`src/rtl/pantalla_refresh_ctrl.sv`:
```
// Frame-refresh sequencer: streams 8 pages x 131 bytes (3 address commands + 128 columns) to an SSD1306 panel over 4-wire SPI.
// Define PANTALLA_CONT_EN for continuous back-to-back frame scanning after a single start.
module pantalla_refresh_ctrl #(
  parameter int CLK_DIV = 4
) (
  input  logic       clk,
  input  logic       rst,
  input  logic       start,
  output logic       busy,
  output logic       done,
  output logic [9:0] ram_addr_rd,
  output logic       ram_rd,
  input  logic [7:0] ram_d_out,
  output logic       lcd_cs_n,
  output logic       lcd_dc,
  output logic       lcd_sclk,
  output logic       lcd_mosi
);

  // The NEXT decision has no cycle of its own; it is taken on the last SHIFT cycle.
  typedef enum logic [2:0] {
    IDLE  = 3'd0,
    LOAD  = 3'd1,
    LATCH = 3'd2,
    SHIFT = 3'd3,
    DONE  = 3'd4
  } state_t;

  localparam logic [7:0] DIV_LAST   = 8'(CLK_DIV - 1);
  localparam logic [7:0] LAST_BYTE  = 8'd130;
  localparam logic [7:0] FIRST_DATA = 8'd3;

  function automatic logic [7:0] cmd_byte(input logic [7:0] idx, input logic [2:0] pg);
    case (idx)
      8'd0:    return {5'b10110, pg};
      8'd1:    return 8'h00;
      8'd2:    return 8'h10;
      default: return 8'h00;
    endcase
  endfunction

  state_t     state_r, state_nx_s;
  logic [2:0] page_r, page_nx_s;
  logic [7:0] byte_idx_r, byte_idx_nx_s;
  logic [7:0] div_cnt_r, div_cnt_nx_s;
  logic       half_r, half_nx_s;
  logic [2:0] bit_cnt_r, bit_cnt_nx_s;
  logic [7:0] shreg_r, shreg_nx_s;
  logic       busy_nx_s, done_nx_s, ram_rd_nx_s, cs_n_nx_s, dc_nx_s, sclk_nx_s, mosi_nx_s;
  logic [9:0] ram_addr_nx_s;
  logic       enter_load_s;
  logic [6:0] col_s;

  // Next-state and next-output logic; outputs are registered from these values.
  always_comb begin
    state_nx_s    = state_r;
    page_nx_s     = page_r;
    byte_idx_nx_s = byte_idx_r;
    div_cnt_nx_s  = div_cnt_r;
    half_nx_s     = half_r;
    bit_cnt_nx_s  = bit_cnt_r;
    shreg_nx_s    = shreg_r;
    busy_nx_s     = busy;
    done_nx_s     = 1'b0;
    ram_rd_nx_s   = 1'b0;
    ram_addr_nx_s = ram_addr_rd;
    cs_n_nx_s     = lcd_cs_n;
    dc_nx_s       = lcd_dc;
    sclk_nx_s     = lcd_sclk;
    mosi_nx_s     = lcd_mosi;
    enter_load_s  = 1'b0;
    col_s         = 7'd0;

    case (state_r)
      IDLE: begin
        if (start) begin
          state_nx_s    = LOAD;
          page_nx_s     = 3'd0;
          byte_idx_nx_s = 8'd0;
          busy_nx_s     = 1'b1;
          cs_n_nx_s     = 1'b0;
          enter_load_s  = 1'b1;
        end else begin
          state_nx_s = IDLE;
        end
      end
      LOAD: state_nx_s = LATCH;
      LATCH: begin
        state_nx_s   = SHIFT;
        shreg_nx_s   = lcd_dc ? ram_d_out : cmd_byte(byte_idx_r, page_r);
        mosi_nx_s    = shreg_nx_s[7];
        sclk_nx_s    = 1'b0;
        div_cnt_nx_s = 8'd0;
        half_nx_s    = 1'b0;
        bit_cnt_nx_s = 3'd0;
      end
      SHIFT: begin
        if (div_cnt_r == DIV_LAST) begin
          div_cnt_nx_s = 8'd0;
          if (!half_r) begin
            half_nx_s = 1'b1;
            sclk_nx_s = 1'b1;
          end else begin
            half_nx_s    = 1'b0;
            sclk_nx_s    = 1'b0;
            shreg_nx_s   = {shreg_r[6:0], 1'b0};
            mosi_nx_s    = shreg_r[6];
            bit_cnt_nx_s = bit_cnt_r + 3'd1;
            if (bit_cnt_r == 3'd7) begin
              if (byte_idx_r < LAST_BYTE) begin
                byte_idx_nx_s = byte_idx_r + 8'd1;
                state_nx_s    = LOAD;
                enter_load_s  = 1'b1;
              end else if (page_r < 3'd7) begin
                page_nx_s     = page_r + 3'd1;
                byte_idx_nx_s = 8'd0;
                state_nx_s    = LOAD;
                enter_load_s  = 1'b1;
              end else begin
                state_nx_s = DONE;
                done_nx_s  = 1'b1;
`ifdef PANTALLA_CONT_EN
                busy_nx_s  = 1'b1;
`else
                busy_nx_s  = 1'b0;
`endif
                cs_n_nx_s  = 1'b1;
                dc_nx_s    = 1'b0;
                mosi_nx_s  = 1'b0;
              end
            end else begin
              state_nx_s = SHIFT;
            end
          end
        end else begin
          div_cnt_nx_s = div_cnt_r + 8'd1;
        end
      end
      DONE: begin
`ifdef PANTALLA_CONT_EN
        state_nx_s    = LOAD;
        page_nx_s     = 3'd0;
        byte_idx_nx_s = 8'd0;
        busy_nx_s     = 1'b1;
        cs_n_nx_s     = 1'b0;
        enter_load_s  = 1'b1;
`else
        state_nx_s = IDLE;
`endif
      end
      default: state_nx_s = IDLE;
    endcase

    // Byte kind and RAM read are presented in the LOAD cycle itself, so they are set on entry.
    if (enter_load_s) begin
      col_s         = byte_idx_nx_s[6:0] - 7'd3;
      dc_nx_s       = (byte_idx_nx_s >= FIRST_DATA);
      ram_rd_nx_s   = dc_nx_s;
      ram_addr_nx_s = dc_nx_s ? {page_nx_s, col_s} : ram_addr_rd;
    end else begin
      col_s = 7'd0;
    end
  end

  // State, counters and registered panel/RAM outputs.
  always_ff @(posedge clk) begin
    if (rst) begin
      state_r     <= IDLE;
      page_r      <= 3'd0;
      byte_idx_r  <= 8'd0;
      div_cnt_r   <= 8'd0;
      half_r      <= 1'b0;
      bit_cnt_r   <= 3'd0;
      shreg_r     <= 8'd0;
      busy        <= 1'b0;
      done        <= 1'b0;
      ram_rd      <= 1'b0;
      ram_addr_rd <= 10'd0;
      lcd_cs_n    <= 1'b1;
      lcd_dc      <= 1'b0;
      lcd_sclk    <= 1'b0;
      lcd_mosi    <= 1'b0;
    end else begin
      state_r     <= state_nx_s;
      page_r      <= page_nx_s;
      byte_idx_r  <= byte_idx_nx_s;
      div_cnt_r   <= div_cnt_nx_s;
      half_r      <= half_nx_s;
      bit_cnt_r   <= bit_cnt_nx_s;
      shreg_r     <= shreg_nx_s;
      busy        <= busy_nx_s;
      done        <= done_nx_s;
      ram_rd      <= ram_rd_nx_s;
      ram_addr_rd <= ram_addr_nx_s;
      lcd_cs_n    <= cs_n_nx_s;
      lcd_dc      <= dc_nx_s;
      lcd_sclk    <= sclk_nx_s;
      lcd_mosi    <= mosi_nx_s;
    end
  end

endmodule

```
`config.mk`:
```
export PLATFORM = sky130hd
export DESIGN_NAME = pantalla_refresh_ctrl
export DESIGN_NICKNAME = d
export VERILOG_FILES = /design/src/rtl/pantalla_refresh_ctrl.sv
export SDC_FILE = /design/constraint.sdc
export NUM_CORES = 1
export LEC_CHECK = 0
export BUFFER_PORTS_ARGS = -buffer_cell sky130_fd_sc_hd__buf_2
export CAP_MARGIN = 20
export CORE_MARGIN = 2
export CORE_UTILIZATION = 32
export CTS_BUF_LIST = sky130_fd_sc_hd__clkbuf_2
export DETAILED_ROUTE_END_ITERATION = 16
export GPL_ROUTABILITY_DRIVEN = 1
export PLACE_DENSITY = 0.6
export SLEW_MARGIN = 20
export SYNTH_ARGS = -nofsm -noshare
export SYNTH_HDL_FRONTEND = slang
export SYNTH_SLANG_ARGS = --single-unit
```
`constraint.sdc`:
```
create_clock -name clk -period 9.8 [get_ports clk]
set_input_delay 0.49 -clock clk [delete_from_list [all_inputs] [get_ports clk]]
set_output_delay 0.49 -clock clk [all_outputs]
set_load 0.02 [all_outputs]
```
==> results of run 1 <==
[metal layers]
| layer | vias to the layer above | GRT usage | part of all wire |
|---|---|---|---|
| li1 | 1221 | - | - |
| met1 | 1169 | 0.2205 | 0.51 |
| met2 | 45 | 0.2317 | 0.45 |
| met3 | 6 | 0.02793 | 0.038 |
| met4 | 0 | 0.02899 | 0.0071 |
| met5 | - | 0 | 0 |
[path summary, 6_finish.rpt]
check	startpoint	to	slack [ns]	depth (start not counted)
worst max-delay path	state_r[0]	ram_addr_rd[8]	5.71	10
worst min-delay path	ram_d_out[6]	shreg_r[6]	0.32	3
worst max register to register	state_r[0]	ram_addr_rd[8]	5.71	10
worst min register to register	ram_addr_rd[1]	ram_addr_rd[1]	0.48	2
[sequential cells by signal, summed over array words and instances (netlist names)]
| name | count |
|---|---|
| busy | 1 |
| div_cnt_r | 8 |
| ram_addr_rd | 10 |
| byte_idx_r | 8 |
| half_r | 1 |
| done | 1 |
| page_r | 3 |
| lcd_cs_n | 1 |
| ram_rd | 1 |
| state_r | 3 |
| shreg_r | 7 |
| bit_cnt_r | 3 |
| lcd_dc | 1 |
| lcd_mosi | 1 |
[layout by cell type, fill, tap and decap left out, types with 4 or more instances in the layout]
cell      instances
a311oi_1          4
nor3_1           16
dfxtp_1          49
inv_1             7
a21oi_1          28
ha_1              8
a31oi_1           4
nand2_1          21
nor3b_1           5
nor2b_1           9
buf_2            27
mux2_1            4
and2_1            4
and3_1            9
o21ai_0           9
nor2_1           40
nand3_1          14
clkbuf_2          5
a211oi_1          5
[per-stage QoR]
| step | cells | hold slack, ns | setup slack, ns | area, um2 |
|---|---|---|---|---|
| after floorplan | 319 | 0.4323 | 6.405 | 2629 |
| after global placement | 437 | 0.4422 | 5.880 | 2835 |
| after detailed placement | 437 | 0.4491 | 5.741 | 2835 |
| after CTS | 445 | 0.3102 | 5.713 | 2902 |
| after global routing | 445 | 0.2976 | 5.324 | 2902 |
| final | 445 | 0.3241 | 5.707 | 2902 |
[logic make-up (layout without fill, tap and decap cells)]
| group | Yosys count | in the layout | synth area share |
|---|---|---|---|
| AND/OR/NAND/NOR | 143 | 143 | 0.2875 |
| AO/OA/AOI/OAI | 87 | 87 | 0.2285 |
| flip-flops | 49 | 49 | 0.3732 |
| buffers and inverters | 22 | 43 | 0.03427 |
| adder cells (fa/ha/maj) | 8 | 8 | 0.03808 |
| multiplexers | 7 | 7 | 0.02856 |
| XOR/XNOR | 3 | 3 | 0.009997 |
[worst register-to-register path, cell delays in order (launching register included)]
cell and delay (ns):
dfxtp_1 0.63, nand3b_1 0.64, nor4_4 0.64, a211oi_1 0.17, or2_2 0.36, ha_1 0.21, a21oi_1 0.12, a22o_1 0.18
and4_1 0.34, a21o_1 0.37, mux2_1 0.36
[cell type report]
class	count	share of cell area
clock inverters	3	0.01423
inverters	8	0.01035
well taps	105	0.04528
clock buffers	5	0.008624
repair buffers	27	0.04657
flip-flops and latches	49	0.3381
multi-input cells	248	0.5369
[power by group]
group	switching, mW	internal (mW)
sequential	0.00436	0.204
clock	0.0650	0.0422
combinational	0.0236	0.0108
total	0.0930	0.257
==> summary.md, run 1 <==
| Metric | Value |
|---|---|
| CP required | slightly above 10 ns |
| Most frequent cell after synthesis | dfxtp_1 |
| Worst Path Arrival | around 4.4 ns |
| DRC viols | 0 |
| WS Path Type | flop to flop |
| HPWL after detailed placement | 4632 um |
| Max Slew Vio Count | 0 |
| Post-route ant nets | 0 |
| Most frequent cells after synthesis | dfxtp_1, nor2_1, a21oi_1 |
| Layout cells sized above 1 | 0.1235 |
| H-tree levels | 2 |
| Synth unique cells | 58 |
| Vias in the first global route | approximately 2200 |
| Peak fanout along the critical path | 18 |
| RePlAce Congestion | between 0.8 and 0.9 |
| Vias per inst | 5.485 |
| Post-synth net total | roughly 340 |
| Layout Utilization | 0.3585 |
| Yosys reg bits | between 40 and 50 |
| Worst Skew | around 0.015 ns |
| Slowest cell delay on critical path | 0.64 ns |
| Drt pass-1 iters | 4 |
| Leakage power | between 1 and 1.5 nW |
| Clock slew at reported path FFs | around 0.25 ns |
| Post-synth top area cell | dfxtp_1 |
| Register area | around 980 um2 |
| Total wire length | between 6000 and 7000 um |
| Total global routing overflow | 0 |
| Rows | 33 |
| Cell Chain, Critical Path | nand3b_1 -> nor4_4 -> a211oi_1 -> or2_2 -> ha_1 -> a21oi_1 -> a22o_1 -> and4_1 -> a21o_1 -> mux2_1 |
| Sequential area share after synthesis | 0.3732 |
| Global-route wire length before repair | 10860 um |
| CTS Root Cell | clkbuf_2 |
| Die Span Y | between 90 and 100 um |
| CP delay by family, top | simple AND/OR/NAND/NOR gates |
| Die ar. | 8956 um2 |
| Crit path buf inv count | 0 |
| Top cells by area, synth | dfxtp_1, nor2_1, a21oi_1, ha_1, nor3_1 |
| DR WL/cell | 14.31 um |
| Async SR Flop Fraction | 0 |
| RSZ-0062 raised after global routing | false |
| Initial DRC count | ~120 |
| Fmax | around 0.24 GHz |
| EDFF count, synth | 0 |
| Initial antenna violation count | 0 |
| Top Ports | 28 |
| CP Launch Type | flop |
| Via Count | ~2400 |
| Post-layout nets | around 360 |
| Synthesis warning total | 0 |
| Tcrit/Tclk final | 0.4176 |
| CTS tree | done |
| Peak supply drop | roughly 0.067 mV |
| Setup violators final | 0 |
| Crit end category | flop |
| ANT cells | 0 |
| Worst slew margin | 0.4519 |
| Sink Count | 49 |
| Core region area | between 8000 and 9000 um2 |
| Multi-input combinational cell area | about 1600 um2 |
| Hold Path Class | input pin to flop |
| Hold Fails Final Rpt | 0 |
| Slowest CP cell | nand3b_1 |
| Post-Syn Area | 2629 um2 |
| Status | finished clean |
| Setup TNS | 0 ns |
| Die W | 94.64 um |
| Slew at the pin closest to its max-slew limit | 0.8222 ns |
| Setup Buffers After CTS | 0 |
| Max clock buf depth | 2 |
| Hold Buf Count CTS | 0 |
| TritonCTS Buffers | 5 |
| Synthesized area per cell | between 8 and 9 um2 |
| Fillcell total | ~920 |
| Gr usage total | 0.1507 |
| Synth-to-layout area growth | 10.38% |
| Post-CTS sizing | 0 |
| Syn Inst Count | 319 |
| Port Buffers | 27 |
| Area share of the largest cell type after synthesis | 0.3732 |
| Power Total | ~350 uW |
| Clk_lat worst skew | around 0.42 ns |
| Power density cells | around 120 nW/um2 |
| Tmin final | 4.093 ns |
| Initial core utilization | 0.3248 |
| Number of max-cap violations | 0 |
| Largest net degree at the start of global routing | 46 |
| Ys flop type | dfxtp_1 |
(Power assumes the default switching activity.)
==> run 2, diff against run 1 <==
==> constraint.sdc (replaced) <==
create_clock -name clk -period 4.2 [get_ports clk]
set_input_delay 0.21 -clock clk [delete_from_list [all_inputs] [get_ports clk]]
set_output_delay 0.21 -clock clk [all_outputs]
set_load 0.02 [all_outputs]
==> summary.md, run 2 (synthesized netlist as in run 1, its figures left out) <==
| Metric | Value |
|---|---|
| Initial DRC count | 110 (was 116) |
| Via Count | 2456 (was 2441) |
| Switching power of the nets | 221.9 uW (was 92.98 uW) |
| DR WL/cell | 14.53 um (was 14.31 um) |
| Post-route ant nets | 0 (unchanged) |
| Die ar. | 8956 um2 (unchanged) |
| Most frequent cells in the layout | dfxtp_1, nor2_1, a21oi_1, buf_2, nand2_1 (unchanged) |
| Post-place setup slack | 0.5608 ns (was 5.741 ns) |
| Cell mode on critical path | ha_1 |
| Layout cells sized above 1 | 0.1362 (was 0.1235) |
| Status | finished clean (unchanged) |
| Tcrit/Tclk final | 0.8811 (was 0.4176) |
| CP delay by family, top | simple AND/OR/NAND/NOR gates (unchanged) |
| Worst Skew | 0.01005 ns (was 0.01505 ns) |
| Die W | 94.64 um (unchanged) |
| Inst Count DP | 442 (was 437) |
| Post-CTS sizing | 0 (unchanged) |
| Setup Buffers After CTS | 0 (unchanged) |
| Worst path depth | 11 (was 10) |
| Top Ports | 28 (unchanged) |
| Peak supply drop | 0.1424 mV (was 0.06702 mV) |
| Setup violators final | 0 (unchanged) |
| CP Launch Type | flop (unchanged) |
| Worst R2R Start | div_cnt_r[0] (was state_r[0]) |
| Worst slew margin | 0.4395 (was 0.4519) |
| Worst R2R Path Depth | 11 (was 10) |
| Slowest cell delay on critical path | 0.52 ns (was 0.64 ns) |
| Vias per inst | 5.458 (was 5.485) |
| Vias in the first global route | 2275 (was 2245) |
| Crit path buf inv count | 0 (unchanged) |
| Setup crit end | ram_addr_rd[7] (was ram_addr_rd[8]) |
| Layout Cells excl Fill | 450 (was 445) |
| CTS Root Cell | clkbuf_2 (unchanged) |
| Largest net degree at the start of global routing | 46 (unchanged) |
| DRC viols | 0 (unchanged) |
| FF-to-FF End | ram_addr_rd[7] (was ram_addr_rd[8]) |
| Total wire length | 6538 um (was 6366 um) |
| Hold Path Class | input pin to flop (unchanged) |
| Core region area | 8093 um2 (unchanged) |
| Top Registers | ram_addr_rd (10), byte_idx_r (8), div_cnt_r (8) (unchanged) |
| Synth-to-layout area growth | 11.80% (was 10.38%) |
| Design area | 2939 um2 (was 2902 um2) |
| Gr usage total | 0.1516 (was 0.1507) |
| Crit end category | flop (unchanged) |
| Biggest register | ram_addr_rd (unchanged) |
| Leakage power | 1.129 nW (was 1.105 nW) |
| Power density cells | 280.7 nW/um2 (was 120.8 nW/um2) |
| Tmin final | 3.701 ns (was 4.093 ns) |
| Initial core utilization | 0.3248 (unchanged) |
| RSZ-0062 raised after global routing | false (unchanged) |
| RePlAce Congestion | 0.8741 (was 0.8062) |
| HPWL after detailed placement | 4677 um (was 4632 um) |
| Sink Count | 49 (unchanged) |
| Hold Fails Final Rpt | 0 (unchanged) |
| Rows | 33 (unchanged) |
| Slew at the pin closest to its max-slew limit | 0.8408 ns (was 0.8222 ns) |
| Slowest CP cell | or4b_4 (was nand3b_1) |
| Clk pwr share | 0.307 (was 0.306) |
| Post-layout nets | 363 (was 358) |
| Cell Chain, Critical Path | ha_1 -> or4b_4 -> nor4_4 -> a211oi_1 -> or2_2 -> ha_1 -> a21oi_1 -> a22o_1 -> and4_1 -> a21o_1 -> mux2_1 (was nand3b_1 -> nor4_4 -> a211oi_1 -> or2_2 -> ha_1 -> a21oi_1 -> a22o_1 -> and4_1 -> a21o_1 -> mux2_1) |
| TritonCTS Buffers | 5 (unchanged) |
| Slack of the worst reg-to-reg path | 0.50 ns (was 5.71 ns) |
| Port Buffers | 27 (unchanged) |
| ANT cells | 0 (unchanged) |
| Sequential Power Share | 0.591 (was 0.596) |
| Fmax | 0.2702 GHz (was 0.2443 GHz) |
| Hold Buf Count CTS | 0 (unchanged) |
| Final worst setup slack | 0.4994 ns (was 5.707 ns) |
| CTS tree | done (unchanged) |
| Max clock buf depth | 2 (unchanged) |
| Drt pass-1 iters | 4 (unchanged) |
| Crit path from | div_cnt_r[0] (was state_r[0]) |
| H-tree levels | 2 (unchanged) |
| Total global routing overflow | 0 (unchanged) |
| WS Path Type | flop to flop (unchanged) |
| Die Span Y | 94.64 um (unchanged) |
| Combinational fraction of design power | 0.102 (was 0.098) |
| Cell Area, Placed | 2873 um2 (was 2835 um2) |
| Fillcell total | 879 (was 922) |
| Net Sw Frac | 0.2690 (was 0.2654) |
| Peak fanout along the critical path | 9 (was 18) |
| Worst Path Arrival | 4.05 ns (was 4.44 ns) |
| Clock slew at reported path FFs | 0.25 ns (about the same) |
| Pint | 603.0 uW (was 257.4 uW) |
| Global-route wire length before repair | 10960 um (was 10860 um) |
| CP required | 4.55 ns (was 10.14 ns) |
| Number of max-cap violations | 0 (unchanged) |
| Max reg flops | 10 (unchanged) |
| Setup TNS | 0 ns (unchanged) |
| Max Slew Vio Count | 0 (unchanged) |
| Initial antenna violation count | 0 (unchanged) |
| Most frequent standard cell in the layout excluding fill and tap cells | dfxtp_1 (unchanged) |
| Clk_lat worst skew | 0.43 ns (was 0.42 ns) |
run 2: stage by stage:
step	util	hold slack, ns	total power, mW
2_1_floorplan	-	0.3988	0.5534
4_1_cts	0.3632	0.01860	0.8359
5_1_grt	0.3632	0.03080	0.8626
3_5_place_dp	0.3550	0.4521	0.5805
3_3_place_gp	0.3550	0.4408	0.5798
6_report	0.3632	0.03324	0.8249
run 2: power by group through the flow:
stage | clock (mW) | sequential (mW) | combinational (mW)
2_1_floorplan | 0 | 0.496 | 0.0575
6_report | 0.253 | 0.487 | 0.0842
5_1_grt | 0.279 | 0.490 | 0.0940
3_3_place_gp | 0 | 0.496 | 0.0838
3_5_place_dp | 0 | 0.496 | 0.0844
4_1_cts | 0.264 | 0.488 | 0.0843
run 2: final cells by class:
cell class	instances	area, um2	share of cell area
flip-flops and latches	49	980.9	0.3338
clock buffers	5	25.02	0.008514
repair buffers	32	172.7	0.05875
multi-input cells	248	1558	0.5300
well taps	105	131.4	0.04470
clock inverters	3	41.29	0.01405
inverters	8	30.03	0.01022
run 2: layer usage:
| layer | global-route usage | share of wire | wire length, um | vias to the layer above |
|---|---|---|---|---|
| li1 | - | - | - | 1229 |
| met1 | 0.2090 | 0.48 | 3165 | 1161 |
| met2 | 0.2476 | 0.46 | 3016 | 59 |
| met3 | 0.02873 | 0.046 | 301 | 7 |
| met4 | 0.03019 | 0.0081 | 53 | 0 |
| met5 | 0 | 0 | 0 | - |
run 2: worst min-delay path by stage:
stage	startpoint	to	slack (ns)	cells after the start
after global routing	ram_d_out[3]	shreg_r[3]	0.03	3
after detailed placement	shreg_r[4]	shreg_r[4]	0.45	2
after CTS	ram_d_out[6]	shreg_r[6]	0.02	3
final	ram_d_out[6]	shreg_r[6]	0.03	3
after floorplan	ram_d_out[3]	shreg_r[3]	0.40	2
after global placement	ram_addr_rd[1]	ram_addr_rd[1]	0.44	2
run 2: tightest hold or removal path, cell delays in order:
cell	delay, ns
buf_2	0.10
nand3_1	0.07
a311oi_1	0.08
==> run 3, diff against run 2 <==
--- a/config.mk
+++ b/config.mk
@@ -5,6 +5,7 @@
 export SDC_FILE = /design/constraint.sdc
 export NUM_CORES = 1
 export LEC_CHECK = 0
+export ABC_AREA = 1
 export BUFFER_PORTS_ARGS = -buffer_cell sky130_fd_sc_hd__buf_2
 export CAP_MARGIN = 20
 export CORE_MARGIN = 2
@@ -12,7 +13,7 @@
 export CTS_BUF_LIST = sky130_fd_sc_hd__clkbuf_2
 export DETAILED_ROUTE_END_ITERATION = 16
 export GPL_ROUTABILITY_DRIVEN = 1
-export PLACE_DENSITY = 0.6
+export PLACE_DENSITY = 0.59
 export SLEW_MARGIN = 20
 export SYNTH_ARGS = -nofsm -noshare
 export SYNTH_HDL_FRONTEND = slang
==> summary.md, run 3 <==
| Metric | Value |
|---|---|
| Synth unique cells | 43 (was 58) |
| Max reg flops | 10 (unchanged) |
| Post-Syn Area | 2915 um2 (was 2629 um2) |
| Sequential area share after synthesis | 0.3365 (was 0.3732) |
| RePlAce Congestion | 0.8588 (was 0.8741) |
| Hold Buf Count CTS | 0 (unchanged) |
| EDFF count, synth | 0 (unchanged) |
| Post-route ant nets | 0 (unchanged) |
| Core region area | 8763 um2 (was 8093 um2) |
| Syn Inst Count | 424 (was 319) |
| Drt pass-1 iters | 4 (unchanged) |
| Top Ports | 28 (unchanged) |
| Cell Area, Placed | 3119 um2 (was 2873 um2) |
| DR WL/cell | 12.85 um (was 14.53 um) |
| Die W | 99.45 um (was 94.64 um) |
| Top Registers | ram_addr_rd (10), byte_idx_r (8), div_cnt_r (8) (unchanged) |
| Area share of the largest cell type after synthesis | 0.3365 (was 0.3732) |
| Post-synth net total | 443 (was 338) |
| Leakage power | 1.367 nW (was 1.129 nW) |
| Number of max-cap violations | 0 (unchanged) |
| Worst slew margin | 0.4752 (was 0.4395) |
| GR Util met1 | 0.1932 (was 0.2090) |
| Setup TNS | 0 ns (unchanged) |
| Register area | 980.9 um2 (unchanged) |
| TritonCTS Buffers | 5 (unchanged) |
| Busiest grt layer | met2 (unchanged) |
| Slew at the pin closest to its max-slew limit | 0.7863 ns (was 0.8408 ns) |
| Clk_lat worst skew | 0.48 ns (was 0.43 ns) |
| CTS tree | done (unchanged) |
| Hold Path Class | input pin to flop (unchanged) |
| Power density cells | 271.3 nW/um2 (was 280.7 nW/um2) |
| CP required | 4.63 ns (was 4.55 ns) |
| Clk pwr share | 0.257 (was 0.307) |
| Status | finished clean (unchanged) |
| Met2 Track Usage GR | 0.2557 (was 0.2476) |
| Clock slew at reported path FFs | 0.28 ns (was 0.25 ns) |
| Most frequent cell after synthesis | nand2_1 (was dfxtp_1) |
| Fmax | 0.3352 GHz (was 0.2702 GHz) |
| Hold Fails Final Rpt | 0 (unchanged) |
| Max clock buf depth | 2 (unchanged) |
| Synth-to-layout area growth | 8.755% (was 11.80%) |
| Post-layout nets | 465 (was 363) |
| Global-route wire length before repair | 12210 um (was 10960 um) |
| ANT cells | 0 (unchanged) |
| HPWL after detailed placement | 5389 um (was 4677 um) |
| Sequential Power Share | 0.575 (was 0.591) |
| Layout Cells excl Fill | 555 (was 450) |
| DRC viols | 0 (unchanged) |
| CTS Root Cell | clkbuf_2 (unchanged) |
| Peak fanout along the critical path | 24 (was 9) |
| Grt met3 use | 0.03092 (was 0.02873) |
| Layout Utilization | 0.3618 (was 0.3632) |
| Via Count | 2741 (was 2456) |
| Port Buffers | 27 (unchanged) |
| Vias per inst | 4.939 (was 5.458) |
| Ys flop type | dfxtp_1 (unchanged) |
| Max Slew Vio Count | 0 (unchanged) |
| Gr usage total | 0.1502 (was 0.1516) |
| Vias in the first global route | 2686 (was 2275) |
| Post-synth top area cell | dfxtp_1 (unchanged) |
| Initial antenna violation count | 0 (unchanged) |
| RSZ-0062 raised after global routing | false (unchanged) |
| Design area | 3171 um2 (was 2939 um2) |
| Synthesis warning total | 0 (unchanged) |
| Inst Count DP | 547 (was 442) |
| Post-CTS sizing | 0 (unchanged) |
| Synthesized area per cell | 6.876 um2 (was 8.241 um2) |
| Most frequent standard cell in the layout excluding fill and tap cells | nand2_1 (was dfxtp_1) |
| Initial DRC count | 104 (was 110) |
| Top cells by area, synth | dfxtp_1, nand2_1, nand3_1, nor2_1, inv_1 (was dfxtp_1, nor2_1, a21oi_1, ha_1, nor3_1) |
| Die Span Y | 99.45 um (was 94.64 um) |
| Most frequent cells in the layout | nand2_1, dfxtp_1, nor2_1, inv_1, nand3_1 (was dfxtp_1, nor2_1, a21oi_1, buf_2, nand2_1) |
| Die ar. | 9889 um2 (was 8956 um2) |
| Layout cells sized above 1 | 0.2058 (was 0.1362) |
| Net Sw Frac | 0.3405 (was 0.2690) |
| Switching power of the nets | 292.9 uW (was 221.9 uW) |
| Total global routing overflow | 0 (unchanged) |
| Post-place setup slack | 1.240 ns (was 0.5608 ns) |
| Async SR Flop Fraction | 0 (unchanged) |
| Tcrit/Tclk final | 0.7102 (was 0.8811) |
| WS Path Type | flop to flop (unchanged) |
| Worst Path Arrival | 3.41 ns (was 4.05 ns) |
| Final worst setup slack | 1.217 ns (was 0.4994 ns) |
| Setup Buffers After CTS | 0 (unchanged) |
| Power Total | 860.2 uW (was 824.9 uW) |
| Fillcell total | 956 (was 879) |
| Combinational fraction of design power | 0.168 (was 0.102) |
| Pint | 567.3 uW (was 603.0 uW) |
| Sink Count | 49 (unchanged) |
| H-tree levels | 2 (unchanged) |
| Worst Skew | 0.04176 ns (was 0.01005 ns) |
| Total wire length | 7129 um (was 6538 um) |
| Tmin final | 2.983 ns (was 3.701 ns) |
| Biggest register | ram_addr_rd (unchanged) |
| Largest net degree at the start of global routing | 27 (was 46) |
| Hold WS | 0.03654 ns (was 0.03324 ns) |
| Rows | 34 (was 33) |
| CP Launch Type | flop (unchanged) |
| Initial core utilization | 0.3327 (was 0.3248) |
| Setup violators final | 0 (unchanged) |
| Peak supply drop | 0.1232 mV (was 0.1424 mV) |
| Yosys reg bits | 49 (unchanged) |
| Most frequent cells after synthesis | nand2_1, dfxtp_1, nor2_1 (was dfxtp_1, nor2_1, a21oi_1) |
| Crit end category | flop (unchanged) |
| Multi-input combinational cell area | 1652 um2 (was 1558 um2) |
[run 3: cell types whose count changed after synthesis, moves of 9 or more]
| cell | change |
|---|---|
| nand2_1 | +66 |
| inv_1 | +31 |
| nand3_1 | +24 |
| o21ai_0 | +17 |
| nor2_2 | +15 |
| inv_2 | +14 |
| nor3_1 | -12 |
| and3_1 | -9 |
| nand2_2 | +9 |
| nor2b_1 | -9 |
[run 3: cell type report]
type / count / area share
Timing Repair Buffer: 28 / 0.04499
Clock buffer: 5 / 0.007893
Multi-Input combinational cell: 307 / 0.5209
Inverter: 55 / 0.06590
Sequential cell: 49 / 0.3094
Tap cell: 108 / 0.04262
Clock inverter: 3 / 0.008287
[run 3: kinds of logic (layout without fill, tap and decap cells)]
family	count (synthesis)	count (layout)	share of synthesized area
simple gates	223	223	0.3850
compound gates	74	74	0.1412
buf+inv	68	91	0.09700
flops	49	49	0.3365
fa+ha+maj	8	8	0.03434
xor+xnor	2	2	0.006010
[run 3: routing by layer]
layer  wire length [um]  up-vias
li1                   -     1430
met1               3360     1257
met2               3398       44
met3                266       10
met4                103        0
met5                  0        -
[run 3: path summary, 6_finish.rpt]
kind         cells after the start        endpoint  slack, ns         start
min reg2reg                      2      shreg_r[0]       0.48    shreg_r[0]
max                             15  ram_addr_rd[7]       1.22    state_r[0]
min                              3      shreg_r[6]       0.04  ram_d_out[6]
max reg2reg                     15  ram_addr_rd[7]       1.22    state_r[0]
[run 3: power by group through the flow]
stage / registers (mW) / logic (mW) / clock network [mW]
finish: 0.495 / 0.144 / 0.221
detailed placement: 0.503 / 0.144 / 0
floorplan: 0.508 / 0.0948 / 0
global route: 0.497 / 0.163 / 0.246
CTS: 0.495 / 0.145 / 0.230
global placement: 0.501 / 0.143 / 0
[run 3: worst max-delay path: stages, from the launching register on]
cell	delay, ns
dfxtp_1	0.48
nand3_1	0.10
buf_4	0.21
inv_1	0.60
nand3_2	0.21
nand3_1	0.11
nand2_1	0.09
ha_1	0.21
nand3b_2	0.24
nor2_4	0.16
nand3_4	0.10
nand2_4	0.12
inv_4	0.10
nand2_1	0.07
nand2_1	0.05
nor2_1	0.11
